`config.mk`:
```
export PLATFORM = sky130hd
export DESIGN_NAME = imm_encoder
export DESIGN_NICKNAME = d
export VERILOG_FILES = /design/src/rtl/imm_encoder.sv
export SDC_FILE = /design/constraint.sdc
export NUM_CORES = 1
export LEC_CHECK = 0
export CAP_MARGIN = 20
export CORE_MARGIN = 2
export CORE_UTILIZATION = 48
export DETAILED_ROUTE_END_ITERATION = 8
export PLACE_DENSITY = 0.85
export SYNTH_ARGS = -nofsm -noshare
export SYNTH_HDL_FRONTEND = slang
export SYNTH_SLANG_ARGS = --single-unit
```
`constraint.sdc`:
```
create_clock -name clk -period 2.7 [get_ports clk]
set_input_delay 0.54 -clock clk [delete_from_list [all_inputs] [get_ports clk]]
set_output_delay 0.54 -clock clk [all_outputs]
set_load 0.02 [all_outputs]
```
`src/rtl/imm_encoder.sv`:
```
// Immediate encoder: splits 32-bit constants into the shortest sequence of
// immediate-field beats (format 0, format 1, or format-1 upper followed by a
// shift-merge format-0 lower) and keeps a saturating count of emitted beats.
module imm_encoder (
  input  logic        clk,
  input  logic        rst,
  input  logic        in_valid,
  input  logic [31:0] in_value,
  output logic        in_ready,
  output logic        out_valid,
  input  logic        out_ready,
  output logic [1:0]  out_imm_src,
  output logic [24:0] out_imm2,
  output logic        out_merge,
  output logic        out_last,
  input  logic        cnt_clr,
  output logic [15:0] beat_count
);

  localparam logic [1:0] EMPTY = 2'd0;
  localparam logic [1:0] ONE   = 2'd1;
  localparam logic [1:0] HI    = 2'd2;
  localparam logic [1:0] LO    = 2'd3;

  logic [1:0]  state;
  logic [14:0] lo_hold;
  logic        in_hs;
  logic        out_hs;
  logic        is_short;
  logic        is_mid;

  assign out_valid = (state != EMPTY);
  assign out_hs    = out_valid && out_ready;
  // Accept may coincide with the handshake of the final beat of a constant.
  assign in_ready  = (state == EMPTY) || (out_ready && out_last && out_valid);
  assign in_hs     = in_valid && in_ready;

  // Classify the incoming constant by its unsigned magnitude.
  always_comb begin
    is_short = (in_value[31:15] == '0);
    is_mid   = !is_short && (in_value[31:25] == '0);
  end

  // Beat sequencing: load a new constant's first beat, advance HI to LO,
  // or drain to EMPTY with all output fields cleared.
  always_ff @(posedge clk or posedge rst) begin
    if (rst) begin
      state       <= EMPTY;
      out_imm_src <= '0;
      out_imm2    <= '0;
      out_merge   <= 1'b0;
      out_last    <= 1'b0;
      lo_hold     <= '0;
    end else if (in_hs) begin
      if (is_short) begin
        state       <= ONE;
        out_imm_src <= 2'd0;
        out_imm2    <= {10'd0, in_value[14:0]};
        out_merge   <= 1'b0;
        out_last    <= 1'b1;
      end else if (is_mid) begin
        state       <= ONE;
        out_imm_src <= 2'd1;
        out_imm2    <= in_value[24:0];
        out_merge   <= 1'b0;
        out_last    <= 1'b1;
      end else begin
        state       <= HI;
        out_imm_src <= 2'd1;
        out_imm2    <= {8'd0, in_value[31:15]};
        out_merge   <= 1'b0;
        out_last    <= 1'b0;
        lo_hold     <= in_value[14:0];
      end
    end else if (out_hs) begin
      if (state == HI) begin
        state       <= LO;
        out_imm_src <= 2'd0;
        out_imm2    <= {10'd0, lo_hold};
        out_merge   <= 1'b1;
        out_last    <= 1'b1;
      end else begin
        state       <= EMPTY;
        out_imm_src <= '0;
        out_imm2    <= '0;
        out_merge   <= 1'b0;
        out_last    <= 1'b0;
      end
    end
  end

  // Saturating count of output handshakes; clear wins over increment.
  always_ff @(posedge clk or posedge rst) begin
    if (rst) begin
      beat_count <= '0;
    end else if (cnt_clr) begin
      beat_count <= '0;
    end else if (out_hs && (beat_count != 16'hFFFF)) begin
      beat_count <= beat_count + 16'd1;
    end
  end

endmodule

```
# After elaboration in Yosys (flattened, before gate mapping)
# Index checks and enable logic that the tools add are counted.
# op_classes
n_addsub,1
n_mul,0
n_div,0
n_lt_le_gt_ge,0
n_eq_ne,2
shift,0
muxes,21
bitwise,2
reduce_logical,15
# op_table
cell,count
two-way mux 25 bit,4
two-way mux 16 bit,2
zero test 17 bit,1
adder 16 x 1 -> 16 bit (second input constant),1
inequality test 16 bit (second input constant),1
two-way mux 15 bit,1
two-way mux 2 bit,7
zero test 7 bit,1
two-way mux 1 bit,7
logical AND 1 bit,6
nonzero test 2 bit,3
AND reduction 3 bit,1
equality test 2 bit (second input constant),1
zero test 2 bit,1
inverter 1 bit,2
zero test 1 bit,1
logical OR 1 bit,1
# totals
register_bits,62
latchBits,0
mem_bits_rw,0
romBits,0
input_bits,37
output_inout_bits,47
word_cells,48
mem_count,0

# Logic depth before layout (Yosys ltp)
# logic_depth
ltp_word,6
mapped_depth,7
ltp_nobuf,5

# Least setup slack after synthesis
# OpenSTA, ideal clock, no wires.
# synth_timing
path_kind,input port to flip-flop
start,in in_value[25]
end,reg lo_hold[0]
setup_time_ns,0.125
t_arrival_ns,2.056
t_required_ns,2.575
slack_ns,0.519
path_stages,6
path_buffers,2
cell_sequence,or4_4 or2_1 and2_1 buf_6 buf_8 mux2_4
# synth_between
elab_chain_len,5
elab_cells_between_ends,7
classes_between,bitwise (2); reduce/logical (5)
# synth_lines
item,line,source
"start, declared",8,"input logic [31:0] in_value,"
zero test 17 bit,40,is_short = (in_value[31:15] == '0);
zero test 1 bit,41,is_mid = !is_short && (in_value[31:25] == '0);
logical AND 1 bit,41,
inverter 1 bit (no source line),n/a,
AND reduction 3 bit (no source line) (*),n/a,
"end signal, assigned",73,lo_hold <= in_value[14:0];
"end, declared",26,logic [14:0] lo_hold;
# Every way passes the cells marked *; elsewhere a longest branch is shown, timed or not.
# A chain may end at the register's enable or synchronous reset.

# Worst setup path after layout
# layout_timing
start,in out_ready
end,out in_ready
# layout_between
elab_chain_len,3
# layout_lines
item,line,source
"start, declared",11,"input logic out_ready,"
logical AND 1 bit (2 in series),35,assign in_ready = (state == EMPTY) || (out_ready && out_last && out_valid);
logical OR 1 bit,35,
"end, declared",9,"output logic in_ready,"
# Every way passes these cells.

==> flow_summary_export.csv <==
group,metric,value,unit
placement,portBuffers,82,
yosys,ys_seq_area_frac,0.495,
worst_setup_path,worstSetupStartpointType,"input port",
clock_network,cts_root_buf,"clkbuf_8",
timing,hold_slack,0.471,ns
worst_setup_path,worst_ep_required_time,2.16,ns
global_route,grt_pass1_vias,2741,
placement,gp_congestion,0.822,
worst_setup_path,crit_type,"in2out",
timing,slew_headroom,0.495,
route,routed_via_density,5.83,
timing,rsz0062_at_grt,"false",
worst_setup_path,crit_fanout,4,
route,antenna_left,0,
pwr,peakVddDrop,639,µV
floorplan,rows,28,
yosys,synthesis.nets,340,
global_route,gr-usage-all-layers,0.236,
timing,period_needed,2.39,ns
yosys,synth_edf_count,0,
yosys,yosysWarnings,0,
worst_setup_path,path_cells,"clkdlybuf4s50_1, nand2_1, nand2_1, clkdlybuf4s50_1",
clock_network,htree_levels,3,
cells_and_area,fin_nets,430,
pwr,p_leak,1.74,nW
clock_network,clk_latency,0.34,ns
worst_setup_path,arrival,1.85,ns
floorplan,initial_core_util,0.504,
timing,fmax,418,MHz
timing,fin_crit_sh,0.885,
clock_network,cts_setup_buffers,0,
yosys,syn_area,0.00304,mm²
timing,tns,0,ns
route,drc,0,
yosys,syn_area_per_cell,10.1,µm²
route,first_iter_violations,225,
global_route,antenna_found_initial,0,
hold_path,hp-class,"reg2reg",
timing,worst_slew_pin_slew,0.747,ns
route,drtPass1Iterations,4,
yosys,synthDistinctLibCells,48,
clock_network,cts_buffer_depth,2,
clock_network,cts_resized,0,
pwr,pwr_density_cell,872,mW/mm²
timing,maxSlewViolCount,0,
job,max_cap_viol_count,0,
cells_and_area,fin_util,0.699,
clock_network,cts-hold-fix-buffers,0,
yosys,synth_cells,302,
cells_and_area,mostFrequentLayoutCell,"clkdlybuf4s50_1",
worst_setup_path,critPathSlowestCell,"clkdlybuf4s50_1",
clock_network,tritoncts,"built",
floorplan,ioPinCount,84,
route,wl_per_cell,17.1,µm
clock_network,numCtsBuffers,9,
timing,setup-violations-final,0,
worst_setup_path,slowest_delay,0.61,ns
yosys,yosys_most_used_dff,"dfrtp_1",
yosys,async_reset_ff_frac,1.00,
cells_and_area,area_growth,38.7,%
cells_and_area,layout_common_cells,"clkdlybuf4s50_1 (82), dfrtp_1 (60), a21oi_1 (28)",
timing,finClkSkew,0.00573,ns
global_route,grt_max_degree,61,
route,vias,2751,
worst_setup_path,cp-end-kind,"output pin",
placement,post-dp-hpwl,5600,µm
outcome,outcome,"finished clean",
worst_setup_path,crit_family,"buffers and inverters",
yosys,synth_seq_cells,60,
clock_network,cts_sinks,60,
global_route,grt_pass1_wl,13200,µm
route,wl,8060,µm
floorplan,core_area,0.00603,mm²
worst_setup_path,worstPathBufferInverterCount,2,
cells_and_area,layout-drive-gt1-share,0.139,
floorplan,dieArea,0.00698,mm²
cells_and_area,diodes,0,
global_route,grt_overflow_total,0,
floorplan,die_w,83.5,µm
floorplan,fp.dieH,83.5,µm
timing,report.final.hold_viol_count,0,
clock_network,cts.clk_slew.worst_paths,0.07,ns
cell type report:
class / instances / area, µm²
Inverter: 6 / 22.5
Tap cell: 75 / 93.8
Sequential cell: 60 / 1500
Fill cell: 454 / 1820
Clock inverter: 5 / 75.1
Multi-Input combinational cell: 218 / 1420
Timing Repair Buffer: 97 / 958
Clock buffer: 11 / 141
registers in the layout, indices dropped and copies added (netlist names):
register and cells:
state 1, beat_count 16, out_last 1, out_imm_src 1
out_merge 1, lo_hold 15, out_imm2 25
per-stage QoR:
step	worst slack (ns)	total power [mW]	cells	area (µm²)
final	0.310	3.67	472	4210
after global routing	0.270	3.87	472	4210
after CTS	0.302	3.69	472	4210
after detailed placement	0.115	2.79	456	3990
after global placement	0.153	2.74	456	3990
after floorplan	0.519	2.18	302	3040
logic make-up after synthesis:
logic type | Yosys count | share of synthesized area
other | 1 | 0.00124
adders and majority gates | 1 | 0.00412
buffers and inverters | 24 | 0.0383
muxes | 19 | 0.0812
DFF | 60 | 0.495
AOI/OAI and AO/OA | 87 | 0.188
and+or+nand+nor | 109 | 0.189
xor gates and xnor gates | 1 | 0.00289
cells in the mapped netlist (all sizes together) (2+ instances only):
master	number	area, µm²
nor2	27	101
a22o	8	70.1
o2bb2ai	5	43.8
and2	5	31.3
nor4b	2	17.5
dfrtp	60	1500
mux2	18	236
a21oi	28	140
or2	3	18.8
buf	6	48.8
o21ai	23	115
a22oi	10	75.1
nand3	16	80.1
nor2b	13	81.3
inv	6	22.5
o31ai	3	22.5
nand2	16	60.1
or3	7	43.8
nor4	3	18.8
nand4	5	31.3
o41ai	2	17.5
clkbuf	12	45.0
nand2b	4	25.0
or4	3	26.3
routing by layer:
layer	wire, µm	GRT usage	share of wire
met5	0	0	0
met4	161	0.101	0.020
met3	566	0.0534	0.070
met2	3900	0.375	0.48
met1	3430	0.313	0.43
worst paths after layout:
path | slack (ns) | depth (start not counted) | endpoint | startpoint
setup / recovery | 0.31 | 4 | in_ready | out_ready
hold / removal | 0.47 | 2 | out_imm_src[0]$_DFFE_PP0P_ | out_imm_src[0]$_DFFE_PP0P_
setup reg to reg | 0.59 | 4 | beat_count[7]$_DFFE_PP0P_ | beat_count[9]$_DFFE_PP0P_
hold reg to reg | 0.47 | 2 | out_imm_src[0]$_DFFE_PP0P_ | out_imm_src[0]$_DFFE_PP0P_
max in group asynchronous | 1.86 | 3 | out_imm2[6]$_DFFE_PP0P_ | rst
min in group asynchronous | 0.57 | 3 | beat_count[11]$_DFFE_PP0P_ | rst
worst reg2reg max path, delay by kind of cell (launching register included):
| kind | cells | cell delay, ns |
|---|---|---|
| AND/OR/NAND/NOR | 3 | 1.26 |
| flip-flops | 1 | 0.43 |
| AO/OA/AOI/OAI | 1 | 0.31 |
where the power goes:
part / internal, mW / switching (mW)
clock network: 0.540 / 0.352
registers: 1.17 / 0.165
logic: 0.725 / 0.716
No activity file was read; power rests on OpenSTA's default activity.
